$ cat config.mk
export PLATFORM = sky130hd
export DESIGN_NAME = vld_dly_line
export DESIGN_NICKNAME = d
export VERILOG_FILES = /design/src/rtl/vld_dly_line.sv
export SDC_FILE = /design/constraint.sdc
export NUM_CORES = 1
export LEC_CHECK = 0
export CELL_PAD_IN_SITES_DETAIL_PLACEMENT = 1
export CELL_PAD_IN_SITES_GLOBAL_PLACEMENT = 2
export CORE_MARGIN = 1
export CORE_UTILIZATION = 36
export DETAILED_ROUTE_END_ITERATION = 10
export HOLD_SLACK_MARGIN = 0.15
export PLACE_DENSITY_LB_ADDON = 0.1
export SLEW_MARGIN = 10
export SYNTH_ARGS = -nofsm -noshare
export SYNTH_HDL_FRONTEND = slang
export SYNTH_SLANG_ARGS = --single-unit
$ cat constraint.sdc
create_clock -name clk -period 6.2 [get_ports clk]
set_input_delay 0.62 -clock clk [delete_from_list [all_inputs] [get_ports clk]]
set_output_delay 0.62 -clock clk [all_outputs]
set_load 0.05 [all_outputs]
$ cat src/rtl/vld_dly_line.sv
// Valid-tagged, stallable, multi-channel delay line with runtime-selectable delay (1..MAX_DLY).
// Optional VLD_DLY_OCC_EN exposes the in-flight sample count on port occ.
module vld_dly_line #(
  parameter int DATA_WIDTH = 18,
  parameter int NUM_CH     = 1,
  parameter int MAX_DLY    = 4,
  parameter int DLY_W      = 3
) (
  input  logic                         clk,
  input  logic                         rstn,
  input  logic                         en,
  input  logic                         flush,
  input  logic [DLY_W-1:0]             dly_sel,
  input  logic                         din_vld,
  input  logic [NUM_CH*DATA_WIDTH-1:0] din,
  output logic                         dout_vld,
  output logic [NUM_CH*DATA_WIDTH-1:0] dout,
  output logic                         cfg_pend,
  output logic                         cfg_err
`ifdef VLD_DLY_OCC_EN
  ,
  output logic [DLY_W-1:0]             occ
`endif
);

  localparam int                DW      = NUM_CH * DATA_WIDTH;
  localparam logic [DLY_W-1:0]  SEL_MAX = DLY_W'(MAX_DLY);
  localparam logic [DLY_W-1:0]  SEL_ONE = DLY_W'(1'b1);
  localparam logic [DLY_W-1:0]  SEL_ZRO = {DLY_W{1'b0}};

  // Index 0 is stage 1; index MAX_DLY-1 is the deepest stage.
  logic [DW-1:0]      stage_data_r [MAX_DLY];
  logic [MAX_DLY-1:0] stage_vld_r;
  logic [DLY_W-1:0]   dly_r;
  logic [DLY_W-1:0]   cnt_r;
  logic               cfg_err_r;

  logic [DLY_W-1:0]   sel_c_s;
  logic [DLY_W-1:0]   cnt_nxt_s;
  logic [DW-1:0]      out_data_s;
  logic               out_vld_s;
  logic               sel_bad_s;

  // Clamp the requested delay into the legal range.
  always_comb begin
    sel_c_s   = dly_sel;
    sel_bad_s = 1'b0;
    if (dly_sel == SEL_ZRO) begin
      sel_c_s   = SEL_ONE;
      sel_bad_s = 1'b1;
    end else if (dly_sel > SEL_MAX) begin
      sel_c_s   = SEL_MAX;
      sel_bad_s = 1'b1;
    end else begin
      sel_c_s   = dly_sel;
      sel_bad_s = 1'b0;
    end
  end

  // Output tap: select stage dly_r directly from the stage registers.
  always_comb begin
    out_data_s = stage_data_r[0];
    out_vld_s  = stage_vld_r[0];
    for (int k = 0; k < MAX_DLY; k++) begin
      if (dly_r == DLY_W'(k + 1)) begin
        out_data_s = stage_data_r[k];
        out_vld_s  = stage_vld_r[k];
      end else begin
        out_data_s = out_data_s;
        out_vld_s  = out_vld_s;
      end
    end
  end

  // Occupancy next-state: flush clears, otherwise track entries and exits on advance.
  always_comb begin
    cnt_nxt_s = cnt_r;
    if (flush) begin
      cnt_nxt_s = SEL_ZRO;
    end else if (en) begin
      case ({din_vld, out_vld_s})
        2'b10:   cnt_nxt_s = cnt_r + SEL_ONE;
        2'b01:   cnt_nxt_s = cnt_r - SEL_ONE;
        default: cnt_nxt_s = cnt_r;
      endcase
    end else begin
      cnt_nxt_s = cnt_r;
    end
  end

  // Stage shift register; valid tags beyond the active delay are cleared as the line advances.
  always_ff @(posedge clk or negedge rstn) begin
    if (!rstn) begin
      for (int k = 0; k < MAX_DLY; k++) begin
        stage_data_r[k] <= {DW{1'b0}};
      end
      stage_vld_r <= {MAX_DLY{1'b0}};
    end else if (flush) begin
      stage_vld_r <= {MAX_DLY{1'b0}};
    end else if (en) begin
      stage_data_r[0] <= din;
      stage_vld_r[0]  <= din_vld;
      for (int k = 1; k < MAX_DLY; k++) begin
        stage_data_r[k] <= stage_data_r[k-1];
        stage_vld_r[k]  <= (DLY_W'(k + 1) <= dly_r) ? stage_vld_r[k-1] : 1'b0;
      end
    end
  end

  // Control state: occupancy, active delay (only reloaded while the line is empty), config error.
  always_ff @(posedge clk or negedge rstn) begin
    if (!rstn) begin
      cnt_r     <= SEL_ZRO;
      dly_r     <= SEL_ONE;
      cfg_err_r <= 1'b0;
    end else begin
      cnt_r     <= cnt_nxt_s;
      cfg_err_r <= sel_bad_s;
      if (cnt_r == SEL_ZRO) begin
        dly_r <= sel_c_s;
      end else begin
        dly_r <= dly_r;
      end
    end
  end

  assign dout     = out_data_s;
  assign dout_vld = out_vld_s;
  assign cfg_err  = cfg_err_r;
  assign cfg_pend = (cnt_r != SEL_ZRO) && (sel_c_s != dly_r);
`ifdef VLD_DLY_OCC_EN
  assign occ      = cnt_r;
`endif

endmodule

==> flow_metrics.py, run 1 <==
metrics = {
    "synth": {
        "async_flop_share_pct": 100,
        "synth_cells": 504,
        "ys_warn_count": 0,
        "synth-seq-area-share_pct": 51.0,
        "synth.avg_cell_area_um2": 8.08,
        "syn_nets": 533,
        "synth_area_mm2": 0.00407,
        "synth_edf_count": 0,
        "synth_ff_type": "dfrtp_1",
        "yosysUniqueCellTypes": 43,
        "ys_ff_latch": 83,
    },
    "global_route": {
        "antenna_found_initial": 0,
        "track_usage_pct": 19.5,
        "grt_first_pass_wirelength_mm": 17.7,
        "grt_pass1_vias": 3506,
        "grt_max_degree": 73,
        "grt_overflow": 0,
    },
    "clocking": {
        "cts_setup_buffers": 0,
        "clk_latency_ps": 330,
        "cts.sinks": 83,
        "max-clock-path-buffers": 2,
        "numCtsBuffers": 9,
        "cts_tree": "yes",
        "postCtsResizedCells": 0,
        "htreeDepth": 3,
        "root_buffer": "clkbuf_16",
        "clk_pin_slew_ps": 60,
        "ctsHoldBuffers": 0,
    },
    "worst_setup_path": {
        "critPathCaptureType": "output pin",
        "path_buf_inv": 1,
        "crit_path_start_kind": "flip-flop",
        "crit_family": "simple AND/OR/NAND/NOR gates",
        "crit_chain": "and3b_1 -> a221oi_1 -> nor2_1 -> clkdlybuf4s50_1",
        "path_max_fanout": 28,
        "max_stage_delay_ps": 910,
        "required_ps": 5580,
        "arrival_ps": 3400,
        "setup.worst_path.class": "reg2out",
        "crit_path_top_delay_cell": "dfstp_2",
    },
    "timing": {
        "hold_viol": 0,
        "period_share_pct": 64.9,
        "relSlewSlack_pct": 23.3,
        "rsz0062_at_grt": "false",
        "fin_worst_skew_ps": 9.47,
        "setup_ws_ps": 2180,
        "fin_tns_setup_ps": 0,
        "period_needed_ps": 4020,
        "fmax_ghz": 0.249,
        "tightest_slew_ps": 1150,
        "maxSlewViolCount": 0,
        "finalSetupViolCount": 0,
    },
    "drt": {
        "wl_per_cell_um": 15.9,
        "wl_mm": 10.8,
        "drt_pass1_iterations": 4,
        "drcViolationCount": 0,
        "viasPerCell": 5.16,
        "drtAntennaViolNets": 0,
        "via_count": 3493,
        "drtIter0Drc": 219,
    },
    "die": {
        "io_pins": 47,
        "start_util_pct": 37.2,
        "rows": 38,
        "core_area_mm2": 0.0109,
        "die_w_um": 108,
        "die_height_um": 108,
        "die-area_mm2": 0.0117,
    },
    "placement": {
        "portBuffers": 46,
        "gp_congestion": 0.749,
        "dpl_cell_area_mm2": 0.00459,
        "dp_slack_ps": 2550,
        "dp_hpwl_mm": 6.55,
    },
    "power": {
        "peakVddDrop_uv": 238,
        "p_leak_nw": 2.40,
        "p_per_area_mw_per_mm2": 491,
        "p_total_mw": 2.41,
    },
    "run_status": {
        "status": "finished, final reports clean",
    },
    "min_path": {
        "min-delay-path-class": "in2async",
    },
    "cells_and_area": {
        "area_growth_pct": 20.7,
        "drive_above_1_share_pct": 5.96,
        "final_common_cell": "nand2_1",
        "diodes": 0,
        "layout_common_cells": "242 x nand2_1, 82 x dfrtp_1, 45 x clkdlybuf4s50_1",
        "finalInstanceArea_mm2": 0.00492,
        "utilization_pct": 45.0,
        "n_fill_cell": 1300,
        "nNetsFinal": 561,
    },
    "run": {
        "maxCapViolations": 0,
    },
}
-- synth_stat cells (4+ instances only) --
cell type | n | area [um2]
nand2_1 | 242 | 908
dfrtp_1 | 82 | 2050
nor2_1 | 40 | 150
a21oi_1 | 24 | 120
a221oi_1 | 15 | 131
buf_2 | 15 | 75.1
clkbuf_1 | 13 | 48.8
inv_1 | 7 | 26.3
o21ai_0 | 6 | 30.0
nand2b_1 | 5 | 31.3
nand3b_1 | 4 | 30.0
o22ai_1 | 4 | 25.0
-- flip-flops by register name, indices dropped and copies added (netlist names) --
| signal | cells |
|---|---|
| dly_r | 3 |
| cnt_r | 3 |
| stage_vld_r | 4 |
| stage_data_r | 72 |
| cfg_err | 1 |
-- per-layer routing --
metal / track usage, % / up-vias / part of all wire (%)
met5: 0 / - / 0
met4: 5.60 / 0 / 0.97
met3: 3.50 / 8 / 2.9
met2: 31.6 / 49 / 47
met1: 26.6 / 1757 / 49
li1: - / 1679 / -
-- area by class of cell --
cell class	count	area, um2	share of cell area, %
Sequential cell	83	2080	42.3
Tap cell	140	175	3.56
Inverter	7	26.3	0.534
Multi-Input combinational cell	381	1820	37.0
Timing Repair Buffer	50	488	9.93
Clock inverter	4	73.8	1.50
Clock buffer	12	256	5.22
-- power by group --
| group | leakage [nW] | internal, mW | switching, mW |
|---|---|---|---|
| Combinational | 1.18 | 0.362 | 0.696 |
| Sequential | 1.07 | 0.640 | 0.120 |
| Clock | 0.163 | 0.375 | 0.217 |
-- worst reg2reg max path: cells and delay by family, from the launching register on --
family	cells	cell delay (ps)
AND/OR/NAND/NOR	5	1580
adder cells (fa/ha/maj)	1	280
flip-flops	1	910
AO/OA/AOI/OAI	2	420
-- stage by stage --
stage / hold slack (ps) / std cells
global placement: 458 / 661
floorplan: 324 / 504
finish: 263 / 677
CTS: 273 / 677
global route: 289 / 677
detailed placement: 464 / 661
-- final timing paths --
path	startpoint	endpoint	slack, ps	depth (start not counted)
min in group clk	stage_data_r[4]	stage_data_r[4]	470	2
hold reg to reg	stage_data_r[4]	stage_data_r[4]	470	2
hold / removal	rstn	cfg_err	260	1
setup / recovery	dly_r[0]	dout[12]	2180	4
max in group asynchronous	rstn	stage_data_r[27]	4920	2
setup reg to reg	dly_r[0]	cnt_r[2]	2930	8
-- logic make-up after synthesis --
group | synth area share [%]
muxes | 0.553
xor gates and xnor gates | 0.860
and+or+nand+nor | 30.7
buffers and inverters | 4.70
DFF | 51.0
AOI/OAI and AO/OA | 11.1
adders and majority gates | 1.11
Power figures use the tool's default switching activity.
==> run 2: changes to the inputs <==
--- a/config.mk
+++ b/config.mk
@@ -8,7 +8,7 @@
 export CELL_PAD_IN_SITES_DETAIL_PLACEMENT = 1
 export CELL_PAD_IN_SITES_GLOBAL_PLACEMENT = 2
 export CORE_MARGIN = 1
-export CORE_UTILIZATION = 36
+export CORE_UTILIZATION = 30
 export DETAILED_ROUTE_END_ITERATION = 10
 export HOLD_SLACK_MARGIN = 0.15
 export PLACE_DENSITY_LB_ADDON = 0.1
==> constraint.sdc (replaced) <==
create_clock -name clk -period 3.5 [get_ports clk]
set_input_delay 0.35 -clock clk [delete_from_list [all_inputs] [get_ports clk]]
set_output_delay 0.35 -clock clk [all_outputs]
set_load 0.05 [all_outputs]
==> run 2 against run 1 <==
Net effect:
- combinational power up 79%
- sequential cell count did not move
- clock-buffer cell count up 2
- highest routed layer unchanged
==> flow_metrics.py, run 2 (synthesis gave the netlist of run 1 again) <==
metrics = {
    "run_status": {
        "status": "finished, final reports clean",
    },
    "die": {
        "die_height_um": 119,
        "die-area_mm2": 0.0140,
        "die_w_um": 119,
        "start_util_pct": 30.8,
        "core_area_mm2": 0.0132,
        "rows": 42,
        "io_pins": 47,
    },
    "drt": {
        "viasPerCell": 4.74,
        "drtAntennaViolNets": 0,
        "drt_pass1_iterations": 4,
        "via_count": 3412,
        "drtIter0Drc": 194,
        "wl_mm": 11.0,
        "wl_per_cell_um": 15.3,
        "drcViolationCount": 0,
    },
    "cells_and_area": {
        "final_common_cell": "nand2_1",
        "layout_common_cells": "242 x nand2_1, 82 x dfrtp_1, 39 x nor2_1",
        "reg_top3": "stage_data_r x72, stage_vld_r x4",
        "largest_reg_flops": 72,
        "diodes": 0,
        "drive_above_1_share_pct": 10.1,
        "n_fill_cell": 1633,
        "largest-register": "stage_data_r",
        "area_growth_pct": 21.4,
        "nNetsFinal": 568,
    },
    "global_route": {
        "grt_max_degree": 73,
        "grt_first_pass_wirelength_mm": 18.7,
        "track_usage_pct": 17.1,
        "antenna_found_initial": 0,
        "grt_overflow": 0,
        "grt_pass1_vias": 3534,
    },
    "worst_setup_path": {
        "setup.worst_path.class": "reg2out",
        "crit_path_start_kind": "flip-flop",
        "path_max_fanout": 15,
        "crit_path_top_delay_cell": "dfrtp_1",
        "path_buf_inv": 2,
        "critPathCaptureType": "output pin",
        "crit_family": "simple AND/OR/NAND/NOR gates",
        "required_ps": 3150,
        "arrival_ps": 2440,
        "ff2ff_setup_slack_ps": 960,
        "max_stage_delay_ps": 580,
        "crit_chain": "nand2b_1 -> buf_4 -> or2_2 -> nor2_1 -> nor2_1 -> buf_4",
    },
    "timing": {
        "setup_ws_ps": 711,
        "maxSlewViolCount": 0,
        "fmax_ghz": 0.359,
        "rsz0062_at_grt": "false",
        "fin_tns_setup_ps": 0,
        "hold_viol": 0,
        "fin_worst_skew_ps": 5.21,
        "period_needed_ps": 2790,
        "tightest_slew_ps": 668,
        "period_share_pct": 79.7,
        "relSlewSlack_pct": 55.2,
        "finalSetupViolCount": 0,
    },
    "placement": {
        "dp_slack_ps": 956,
        "dp_hpwl_mm": 6.95,
        "portBuffers": 46,
        "gp_congestion": 0.718,
    },
    "clocking": {
        "ctsHoldBuffers": 1,
        "postCtsResizedCells": 0,
        "clk_latency_ps": 340,
        "numCtsBuffers": 9,
        "htreeDepth": 3,
        "clk_pin_slew_ps": 60,
        "cts_setup_buffers": 0,
        "max-clock-path-buffers": 2,
        "root_buffer": "clkbuf_16",
        "cts.sinks": 83,
        "cts_tree": "yes",
    },
    "min_path": {
        "min-delay-path-class": "reg2reg",
    },
    "power": {
        "p_per_area_mw_per_mm2": 839,
        "p_leak_nw": 2.44,
        "peakVddDrop_uv": 317,
    },
    "run": {
        "maxCapViolations": 0,
    },
}
[run 2: area by class of cell]
type                       count  area [um2]  share of cell area (%)
inverter                       7        26.3                   0.531
clock inverter                 2        35.0                   0.709
timing repair buffer          57         518                    10.5
sequential                    83        2080                    42.0
clock buffer                  14         254                    5.14
tap                          176         220                    4.45
multi-input combinational    381        1810                    36.7
[run 2: report_power, final]
group          switching (mW)  total, mW  internal (mW)
clock network           0.378      0.951          0.573
registers               0.163       1.30           1.13
logic                    1.30       1.90          0.603
total                    1.84       4.15           2.31
[run 2: path summary, 6_finish.rpt]
path	endpoint	cells after the start	start
setup / recovery	dout[0]	6	dly_r[1]
setup reg to reg	cnt_r[2]	9	dly_r[2]
hold / removal	stage_data_r[9]	2	stage_data_r[9]
hold reg to reg	stage_data_r[9]	2	stage_data_r[9]
min in group asynchronous	cfg_err	2	rstn
max in group asynchronous	stage_data_r[70]	3	rstn
[run 2: layer usage]
metal | vias up | routed length, um | global-route usage, %
li1 | 1687 | - | -
met3 | 6 | 342 | 4.83
met4 | 0 | 99 | 4.19
met2 | 41 | 5090 | 27.4
met5 | - | 0 | 0
met1 | 1678 | 5490 | 22.8
[run 2: per-stage QoR]
| stage | cell area [um2] | power [mW] | util [%] | std cells | hold slack [ps] |
|---|---|---|---|---|---|
| 2_1_floorplan | 4070 | 2.66 | - | 504 | 54.4 |
| 3_3_place_gp | 4650 | 3.22 | 35.1 | 703 | 364 |
| 3_5_place_dp | 4650 | 3.24 | 35.1 | 703 | 358 |
| 4_1_cts | 4940 | 4.22 | 37.3 | 720 | 477 |
| 5_1_grt | 4940 | 4.41 | 37.3 | 720 | 493 |
| 6_report | 4940 | 4.15 | 37.3 | 720 | 472 |
[run 2: worst min-delay path, cell delays in order, from the launching register on]
cell and delay (ps):
dfrtp_1 340, nand2_1 50, nand2_1 50
